[config.mk]
export PLATFORM = sky130hd
export DESIGN_NAME = scoreboard_digit_demux
export DESIGN_NICKNAME = d
export VERILOG_FILES = /design/src/rtl/scoreboard_digit_demux.sv
export SDC_FILE = /design/constraint.sdc
export NUM_CORES = 1
export LEC_CHECK = 0
export ABC_CLOCK_PERIOD_IN_PS = 4800
export BUFFER_PORTS_ARGS = -buffer_cell sky130_fd_sc_hd__buf_2
export CAP_MARGIN = 20
export CORE_ASPECT_RATIO = 1.4
export CORE_MARGIN = 10
export CORE_UTILIZATION = 60
export CTS_CLUSTER_SIZE = 40
export DETAILED_ROUTE_END_ITERATION = 8
export PLACE_DENSITY = 0.88
export SYNTH_ARGS = -nofsm -noshare
export SYNTH_HDL_FRONTEND = slang
export SYNTH_SLANG_ARGS = --single-unit
[constraint.sdc]
create_clock -name clk_i -period 4.8 [get_ports clk_i]
set_clock_uncertainty 0.1 [all_clocks]
set_input_delay 0.24 -clock clk_i [delete_from_list [all_inputs] [get_ports clk_i]]
set_output_delay 0.24 -clock clk_i [all_outputs]
set_load 0.02 [all_outputs]
[src/rtl/scoreboard_digit_demux.sv]
// Score digit demux: frames of 1..4 BCD digits fill a shadow bank that is committed
// atomically to D0..D3, plus a free-running one-hot scan. Option: SCOREBOARD_LEADING_BLANK_EN.
module scoreboard_digit_demux #(
   parameter int          REFRESH_DIV = 50000,
   parameter logic [3:0]  BLANK       = 4'hF
) (
   input  logic       clk_i,
   input  logic       rst_i,
   input  logic       in_valid_i,
   output logic       in_ready_o,
   input  logic [3:0] in_digit_i,
   input  logic       in_last_i,
   output logic [3:0] d0_o,
   output logic [3:0] d1_o,
   output logic [3:0] d2_o,
   output logic [3:0] d3_o,
   output logic [3:0] code_o,
   output logic       frame_done_o
);

   localparam int NUM_DIGITS = 4;
   localparam int CW         = (REFRESH_DIV > 2) ? $clog2(REFRESH_DIV) : 1;

   typedef enum logic {FILL, COMMIT} state_t;

   state_t                           state_q, state_d;
   logic [NUM_DIGITS-1:0][3:0]       shadow_q, shadow_d;
   logic [NUM_DIGITS-1:0][3:0]       digits_q, digits_d;
   logic [NUM_DIGITS-1:0][3:0]       commit_val;
   logic [1:0]                       wp_q, wp_d;
   logic                             frame_done_q, frame_done_d;
   logic [CW-1:0]                    div_cnt_q;
   logic [3:0]                       code_q;
   logic                             accept;

   assign in_ready_o   = (state_q == FILL) && !rst_i;
   assign accept       = in_valid_i && in_ready_o;
   assign d0_o         = digits_q[0];
   assign d1_o         = digits_q[1];
   assign d2_o         = digits_q[2];
   assign d3_o         = digits_q[3];
   assign code_o       = code_q;
   assign frame_done_o = frame_done_q;

`ifdef SCOREBOARD_LEADING_BLANK_EN
   logic lead;
   // Walk from the most significant digit; unwritten (BLANK) digits count as leading.
   always_comb begin
      commit_val = shadow_q;
      lead       = 1'b1;
      for (int i = NUM_DIGITS-1; i >= 1; i--) begin
         lead = lead && ((shadow_q[i] == 4'h0) || (shadow_q[i] == BLANK));
         if (lead) commit_val[i] = BLANK;
      end
   end
`else
   assign commit_val = shadow_q;
`endif

   always_comb begin
      state_d      = state_q;
      shadow_d     = shadow_q;
      digits_d     = digits_q;
      wp_d         = wp_q;
      frame_done_d = 1'b0;
      case (state_q)
         FILL: begin
            if (accept) begin
               shadow_d[wp_q] = in_digit_i;
               wp_d           = wp_q + 2'd1;
               if (in_last_i || (wp_q == 2'd3)) state_d = COMMIT;
            end
         end
         COMMIT: begin
            digits_d     = commit_val;
            shadow_d     = {NUM_DIGITS{BLANK}};
            wp_d         = 2'd0;
            frame_done_d = 1'b1;
            state_d      = FILL;
         end
         default: state_d = FILL;
      endcase
   end

   always_ff @(posedge clk_i) begin
      if (rst_i) begin
         state_q      <= FILL;
         shadow_q     <= {NUM_DIGITS{BLANK}};
         digits_q     <= '0;
         wp_q         <= 2'd0;
         frame_done_q <= 1'b0;
      end else begin
         state_q      <= state_d;
         shadow_q     <= shadow_d;
         digits_q     <= digits_d;
         wp_q         <= wp_d;
         frame_done_q <= frame_done_d;
      end
   end

   // Scan runs regardless of the frame FSM so the display refresh never stalls.
   always_ff @(posedge clk_i) begin
      if (rst_i) begin
         div_cnt_q <= '0;
         code_q    <= 4'b0001;
      end else if (div_cnt_q == CW'(REFRESH_DIV-1)) begin
         div_cnt_q <= '0;
         code_q    <= {code_q[2:0], code_q[3]};
      end else begin
         div_cnt_q <= div_cnt_q + 1'b1;
      end
   end

endmodule

==> flow_metrics.tcl, run 1 <==
set metrics [dict create \
    final.min_clock_period_ns 2.59 \
    switching_share_pct 25.4 \
    yosysTopAreaCell "dfxtp_1" \
    synth_top_cell_area_share_pct 50.0 \
    num_vias 1703 \
    power.internal_mw 0.633 \
    syn_area_mm2 0.00224 \
    antenna_found_initial 0 \
    gr-total-overflow 0 \
    synth_seq_cells 56 \
    num_antenna_cells 0 \
    port_buffers 29 \
    cts_resized 0 \
    initial_core_util_pct 61.5 \
    status "finished, final reports clean" \
    drc 0 \
    final_util_pct 67.6 \
    slowest_stage "nor2_1" \
    drive_gt1_share_pct 17.6 \
    insertion_delay_ns 0.31 \
    coreArea_mm2 0.00364 \
    wl_per_cell_um 14.4 \
    timing.setup.tns_ns 0 \
    p_sw_mw 0.216 \
    clock_path_buffers 2 \
    clockRootBuffer "clkbuf_8" \
    pin_count 30 \
    cp.arrival_ns 2.25 \
    start_kind "flip-flop" \
    grt_pass1_vias 1717 \
    worstSetupPathType "reg -> out" \
    drtPass1Iterations 4 \
    viasPerCell 5.60 \
    detailed_place_hpwl_um 3220 \
    post-cts-setup-buffers 0 \
    cp_top_family "simple AND/OR/NAND/NOR gates" \
    clockPowerShare_pct 32.4 \
    relSlewSlack_pct 28.3 \
    combPwrFrac_pct 8.9 \
    path_cells "nor2_1 > buf_2" \
    yosysSeqAreaShare_pct 50.0 \
    ant_nets 0 \
    cts_tree "built" \
    crit_path_end_kind "primary output" \
    track_usage_pct 13.8 \
    area_growth_pct 9.88 \
    rsz0062_at_grt "false" \
    p_per_area_mw_per_mm2 345 \
    htreeDepth 2 \
    max_freq_mhz 387 \
    cts_buffers 5 \
    yosys_warnings 0 \
    seqPwrFrac_pct 58.7 \
    gp_congestion 0.871 \
    ir_worst_vdd_uv 266 \
    row_count 26 \
    path_buf_inv 1 \
    synth_fp_nets 250 \
    finalCritPeriodShare_pct 53.9 \
    synthCells 237 \
    hold_viol 0 \
    syn_avg_cell_area_um2 9.46 \
    clkTransAtPathRegs_ns 0.10 \
    hold_buffers 0 \
    setup_viol 0 \
    synth_area_leaders "dfxtp_1 50%, mux2i_1 9.4%, nand3_1 7.8%, nor2_1 6.2%, nand2_1 4.4%" \
    crit_fanout 21 \
    die_x_um 71.7 \
    die_y_um 92.3 \
    synth_cell_types 29 \
    grt_pass1_wl_um 7640 \
    nets 274 \
    fp.dieArea_mm2 0.00662 \
    slew_violations 0 \
    tightest_slew_ns 1.07 \
    routed_wl_um 4370 \
    hp-class "in -> reg" \
    p_leak_nw 1.07 \
    worstPathRequired_ns 4.46 \
    maxCapViolations 0 \
    grt_max_degree 27 \
    cts.sinks 56 \
    cp_slowest_stage_delay_ns 0.94 \
    drt_iter0_markers 97 \
]
==> layer usage <==
metal | track usage [%] | vias to the layer above | share of wire (%)
met2 | 24.6 | 36 | 55
met3 | 3.21 | 10 | 3.2
met5 | 0 | - | 0
met1 | 14.1 | 801 | 40
met4 | 8.25 | 0 | 2.5
li1 | - | 856 | -
==> flip-flops by register name (all words and copies together) (netlist names) <==
signal and cells:
d1_o 4, d2_o 4, div_cnt_q 16, wp_q 2, code_o 4, state_q 1
commit_val 16, frame_done_o 1, d0_o 4, d3_o 4
==> logic make-up (layout without fill, tap and decap cells) <==
kind of cell	count (synthesis)	after routing	share of synthesized area, %
buffers and inverters	15	40	3.91
adders and majority gates	5	5	2.79
DFF	56	56	50.0
muxes	21	21	9.37
xor gates and xnor gates	14	14	5.47
AOI/OAI and AO/OA	3	3	0.837
and+or+nand+nor	123	123	27.6
==> per-stage QoR <==
step / worst slack (ns) / area, um2 / std cells / hold WS, ns / power, mW
2_1_floorplan: 3.30 / 2240 / 237 / 0.296 / 0.563
3_3_place_gp: 2.62 / 2360 / 296 / 0.328 / 0.582
3_5_place_dp: 2.58 / 2360 / 296 / 0.342 / 0.585
4_1_cts: 2.22 / 2460 / 304 / 0.126 / 0.858
5_1_grt: 2.01 / 2460 / 304 / 0.141 / 0.884
6_report: 2.21 / 2460 / 304 / 0.139 / 0.849
==> power by group through the flow <==
stage / clock (mW) / sequential (mW) / combinational (mW)
floorplan: 0 / 0.513 / 0.0497
global placement: 0 / 0.508 / 0.0735
detailed placement: 0 / 0.509 / 0.0765
CTS: 0.282 / 0.498 / 0.0769
global route: 0.298 / 0.501 / 0.0859
finish: 0.275 / 0.498 / 0.0756
==> tightest hold or removal path, stage by stage <==
cell and delay [ns]:
buf_2 0.13, nand3_1 0.08, nand3_1 0.07
==> worst paths after layout <==
kind                 start              to  slack, ns  depth (start not counted)
max                state_q      in_ready_o       2.21                          2
min          in_digit_i[3]   commit_val[3]       0.14                          3
max reg2reg        state_q  commit_val[10]       2.73                          2
min reg2reg   div_cnt_q[0]    div_cnt_q[0]       0.36                          1
==> synthesized netlist by cell type (all sizes together) <==
master,n
dfxtp,56
nor2,37
nand3,35
nand2,26
mux2i,21
xnor2,8
buf,7
nand4,7
xor2,6
clkbuf,5
ha,5
nor3,4
and3,3
inv,3
nor4,3
and4bb,2
nand2b,2
o21ai,2
a21oi,1
and2,1
nor2b,1
nor4b,1
or3,1
==> cells in the final DEF (no fill, tap or decap), drive strengths merged <==
cell     n
or3      1
a21oi    1
nor2b    1
nor4b    1
and2     1
nand4    7
clkbuf   6
dfxtp   56
inv      5
and4bb   2
nand3   35
nand2   26
xnor2    8
buf     29
mux2i   21
ha       5
nor4     3
nor3     4
xor2     6
nor2    37
and3     3
o21ai    2
nand2b   2
==> final cells by class <==
class,instances,area (um2)
flip-flops and latches,56,1120
clock buffers,6,82.6
multi-input cells,166,1030
clock inverters,2,17.5
repair buffers,29,145
inverters,3,11.3
well taps,42,52.6
fillers,286,1180
Power figures use the tool's default switching activity.
==> inputs of run 2 (changes only) <==
ABC_AREA = 1   (was unset)
ABC_CLOCK_PERIOD_IN_PS = 2300   (was 4800)
CORE_UTILIZATION = 50   (was 60)
PLACE_DENSITY = 0.79   (was 0.88)
clock period = 2.3 ns   (was 4.8 ns; I/O delays follow)
==> run 2 against run 1 <==
Net effect:
- combinational power increased by 120%
- critical endpoint unchanged
- hold slack got worse by 0.11 ns
- synthesized area decreased by 1.1%
- non-clock buffer count increased by 3
- critical path depth increased by 3
- critical path type is now in -> out
==> flow_metrics.tcl, run 2 <==
set metrics [dict create \
    worstPathRequired_ns 2.09 \
    synth_seq_cells 56 \
    drt_iter0_markers 89 \
    drtPass1Iterations 4 \
    clock_path_buffers 2 \
    r2r_start "div_cnt_q[0]" \
    coreArea_mm2 0.00427 \
    area_growth_pct 13.4 \
    detailed_place_hpwl_um 3350 \
    post-cts-setup-buffers 0 \
    synth-edff-count 0 \
    hold_depth 3 \
    setup_viol 0 \
    cp.depth 5 \
    max_freq_mhz 574 \
    cp_slowest_stage_delay_ns 0.54 \
    drive_gt1_share_pct 17.1 \
    track_usage_pct 12.3 \
    cts_tree "built" \
    dp_slack_ns 0.802 \
    synth_top_cell_area_share_pct 50.5 \
    initial_core_util_pct 51.9 \
    rr_worst_depth 6 \
    row_count 28 \
    p_per_area_mw_per_mm2 705 \
    final.min_clock_period_ns 1.74 \
    path_cells "dlygate4sd3_1 > buf_2 > nor2_4 > buf_4 > buf_2" \
    slowest_stage "dlygate4sd3_1" \
    crit_path_end_kind "primary output" \
    drc 0 \
    synthCells 253 \
    die_y_um 98.8 \
    r2r_end "div_cnt_q[9]" \
    worstSetupPathType "in -> out" \
    gr-total-overflow 0 \
    timing.setup.tns_ns 0 \
    ys.flop_type "dfxtp_1" \
    hold_viol 0 \
    crit_top_cell "buf_2" \
    ant_nets 0 \
    hp-class "in -> reg" \
    synth_cell_types 25 \
    nets 299 \
    viasPerCell 5.07 \
    grt_pass1_vias 1677 \
    cp_top_family "buffers and inverters" \
    async_flop_share_pct 0 \
    slew_violations 0 \
    maxCapViolations 0 \
    htreeDepth 2 \
    pin_count 30 \
    grt_max_degree 33 \
    wl_per_cell_um 12.9 \
    cts_buffers 5 \
    p_leak_nw 1.08 \
    ir_worst_vdd_uv 554 \
    hold_ws_ns 0.0335 \
    synth_common_cells "56 x dfxtp_1, 54 x nand2_1, 28 x nor2_1" \
    insertion_delay_ns 0.31 \
    synth.most_common_cell "dfxtp_1" \
    grt_pass1_wl_um 7650 \
    syn_area_mm2 0.00222 \
    antenna_found_initial 0 \
    rrSetupSlack_ns 0.80 \
    num_vias 1758 \
    yosysTopAreaCell "dfxtp_1" \
    cp.arrival_ns 1.53 \
    yosysSeqAreaShare_pct 50.5 \
    power_mw 1.77 \
    synth_fp_nets 266 \
    num_antenna_cells 0 \
    yosys_warnings 0 \
    crit_fanout 32 \
    endpoint "in_ready_o" \
    rsz0062_at_grt "false" \
    tightest_slew_ns 0.423 \
    cts.sinks 56 \
    status "finished, final reports clean" \
    cts_resized 0 \
    path_buf_inv 4 \
    clkTransAtPathRegs_ns 0.10 \
    port_buffers 29 \
    synth_area_leaders "dfxtp_1 51%, nand2_1 9.1%, a22o_1 6.3%, o211ai_1 5.4%, nor2_1 4.7%" \
    fin_ws_ns 0.557 \
    fillCellCount 402 \
    routed_wl_um 4480 \
    finalCritPeriodShare_pct 75.8 \
    hold_buffers 2 \
    clockRootBuffer "clkbuf_8" \
    relSlewSlack_pct 71.6 \
    final_cell_mix "56 x dfxtp_1, 54 x nand2_1, 29 x buf_2" \
    start_kind "input port" \
    mostFrequentLayoutCell "dfxtp_1" \
    die_x_um 76.3 \
    syn_avg_cell_area_um2 8.77 \
    gp_congestion 0.832 \
    fp.dieArea_mm2 0.00754 \
    cp-startpoint "rst_i" \
]
[run 2: cell count changes in the layout (fill, tap and decap cells not counted), moves of 3 or more]
cell	before	now
nor2_1	37	28
nor3_1	4	1
a31oi_1	0	4
nand3_1	35	12
o211ai_1	0	16
nor2_4	0	5
a21oi_1	0	11
nand4_1	6	3
inv_1	3	20
mux2i_1	21	0
a22o_1	0	16
nand2_1	26	54
xnor2_1	8	1
[run 2: kinds of logic after synthesis]
| family | share of synthesized area [%] |
|---|---|
| simple gates | 22.6 |
| fa+ha+maj | 2.82 |
| compound gates | 16.1 |
| flops | 50.5 |
| xor+xnor | 2.37 |
| buf+inv | 5.58 |
[run 2: worst min-delay path by stage]
stage	to	startpoint	slack, ns
after floorplan	state_q	in_last_i	0.13
after global placement	state_q	in_last_i	0.22
after detailed placement	state_q	in_last_i	0.23
after CTS	commit_val[11]	in_digit_i[3]	0.03
after global routing	commit_val[12]	in_digit_i[0]	0.04
final	commit_val[11]	in_digit_i[3]	0.03
[run 2: through the flow]
step	instance area [um2]	cells	utilization, %
after detailed placement	2400	337	56.2
final	2510	347	58.8
after floorplan	2220	253	-
after CTS	2510	347	58.8
after global routing	2510	347	58.8
after global placement	2400	337	56.2
[run 2: cell type report]
| cell class | instances | area, um2 | area share, % |
|---|---|---|---|
| clock buffer | 5 | 68.8 | 2.74 |
| clock inverter | 3 | 25.0 | 0.995 |
| multi-input combinational | 170 | 973 | 38.7 |
| inverter | 21 | 78.8 | 3.13 |
| sequential | 56 | 1120 | 44.6 |
| timing repair buffer | 32 | 173 | 6.87 |
| tap | 60 | 75.1 | 2.99 |
[run 2: metal layers]
metal,wire length [um],part of all wire (%),vias to the layer above,GRT usage (%)
li1,-,-,916,-
met4,72,1.6,0,5.16
met3,140,3.1,7,3.09
met1,1870,42,804,13.4
met5,0,0,-,0
met2,2400,53,31,21.9
[run 2: power breakdown]
group          total (mW)  internal [mW]  switching, mW
Combinational       0.167         0.0631          0.104
Sequential           1.05           1.02         0.0308
Clock               0.557          0.223          0.334
Total                1.77           1.30          0.469
[run 2: worst reg2reg max path, cell delays in order, from the launching register on]
cell and delay [ns]:
dfxtp_1 0.40, ha_1 0.24, nand3_2 0.13, nor2_4 0.20
nand2_4 0.09, nand2_4 0.16, nor2_1 0.08
==> inputs of run 3 (changes only) <==
ABC_CLOCK_PERIOD_IN_PS = 1700   (was 2300)
CORE_UTILIZATION = 56   (was 50)
PLACE_DENSITY = 0.83   (was 0.79)
clock period = 1.7 ns   (was 2.3 ns; I/O delays follow)
==> run 3 against run 2 <==
Net effect:
- wire length grew 1.9%
- core utilization is 5.7 points higher
- worst setup slack worse by 0.45 ns
- register-to-register slack lost 0.63 ns
- sequential share of layout area is 0.11 points higher
- critical endpoint unchanged
- highest routed layer unchanged
==> flow_metrics.tcl, run 3 (synthesized netlist as in run 2, its figures left out) <==
set metrics [dict create \
    slew_violations 0 \
    port_buffers 29 \
    area_growth_pct 13.1 \
    fp.dieArea_mm2 0.00691 \
    pin_count 30 \
    antenna_found_initial 0 \
    num_vias 1774 \
    multi_input_area_um2 973 \
    row_count 27 \
    tightest_slew_ns 0.480 \
    hold_ws_ns 0.0123 \
    wl_per_cell_um 13.8 \
    worstSetupPathType "in -> out" \
    hold_viol 0 \
    grt_pass1_vias 1805 \
    rr_worst_depth 6 \
    fillCellCount 327 \
    drtPass1Iterations 5 \
    track_usage_pct 13.9 \
    die_y_um 94.5 \
    hp-class "in -> reg" \
    ir_worst_vdd_uv 814 \
    detailed_place_hpwl_um 3360 \
    p_per_area_mw_per_mm2 957 \
    nets 300 \
    initial_core_util_pct 57.1 \
    gp_congestion 0.832 \
    crit_path_end_kind "primary output" \
    ant_nets 0 \
    finalCritPeriodShare_pct 93.6 \
    htreeDepth 2 \
    crit_fanout 34 \
    drt_iter0_markers 71 \
    final_cell_mix "56 x dfxtp_1, 54 x nand2_1, 29 x buf_2" \
    insertion_delay_ns 0.31 \
    grt_max_degree 35 \
    hold_depth 3 \
    timing.setup.tns_ns 0 \
    grt_pass1_wl_um 7780 \
    clockRootBuffer "clkbuf_8" \
    rsz0062_at_grt "false" \
    clkTransAtPathRegs_ns 0.10 \
    start_kind "input port" \
    maxCapViolations 0 \
    clock_path_buffers 2 \
    setup_viol 0 \
    routed_wl_um 4570 \
    worstPathRequired_ns 1.51 \
    p_leak_nw 1.09 \
    mostFrequentLayoutCell "dfxtp_1" \
    cts.sinks 56 \
    die_x_um 73.2 \
    drc 0 \
    cts_tree "built" \
    cts_buffers 5 \
    num_antenna_cells 0 \
    viasPerCell 5.36 \
    rrSetupSlack_ns 0.17 \
    max_freq_mhz 628 \
    drive_gt1_share_pct 17.0 \
    gr-total-overflow 0 \
    seqCellArea_mm2 0.00112 \
    final.min_clock_period_ns 1.59 \
    status "finished, final reports clean" \
    cp.arrival_ns 1.41 \
    relSlewSlack_pct 67.8 \
    coreArea_mm2 0.00388 \
]
[run 3: cell count changes in the layout (fill, tap and decap cells not counted), sizes merged]
cell,before,now
clkinv,0,1
clkinvlp,1,0
dlygate4sd3,2,3
[run 3: what timing repair did]
item / in CTS / in global routing
hold endpoints to repair: 7 / 0
gates resized for setup: 0 / 1
setup buffers: 0 / 0
hold buffers: 3 / 0
endpoints found under the setup margin: 0 / 1
[run 3: where the power goes]
| group | total [mW] | internal, mW | switching, mW |
|---|---|---|---|
| Sequential | 1.42 | 1.38 | 0.0418 |
| Clock | 0.753 | 0.304 | 0.449 |
| Combinational | 0.229 | 0.0879 | 0.141 |
| Total | 2.40 | 1.77 | 0.632 |
[run 3: worst paths after layout]
path                          to           from
setup reg to reg    div_cnt_q[5]   div_cnt_q[0]
hold / removal    commit_val[13]  in_digit_i[1]
setup / recovery      in_ready_o          rst_i
hold reg to reg          d1_o[0]  commit_val[4]
[run 3: cell type report]
type                    instances  share of cell area [%]
flip-flops and latches         56                    44.7
multi-input cells             170                    38.8
repair buffers                 33                    7.43
inverters                      21                    3.14
clock buffers                   5                    2.74
well taps                      43                    2.14
clock inverters                 3                    1.05
[run 3: through the flow]
step           instance area, um2  setup slack, ns  power, mW  utilization [%]  std cells
6_report                     2510            0.108       2.40             64.6        331
5_1_grt                      2510         0.000792       2.50             64.6        331
4_1_cts                      2500           0.0353       2.43             64.5        331
3_5_place_dp                 2380            0.195       1.67             61.3        320
3_3_place_gp                 2380            0.241       1.66             61.3        320
2_1_floorplan                2220            0.275       1.60                -        253
[run 3: critical path: stages]
cell and delay (ns):
dlygate4sd3_1 0.54, buf_2 0.18, nor2_4 0.12, buf_6 0.25, buf_2 0.22
[run 3: layer usage]
metal / vias up / routed length [um] / GRT usage, %
met5: - / 0 / 0
met4: 0 / 107 / 6.67
met3: 13 / 138 / 3.04
met2: 34 / 2580 / 26.1
met1: 810 / 1740 / 13.8
li1: 917 / - / -
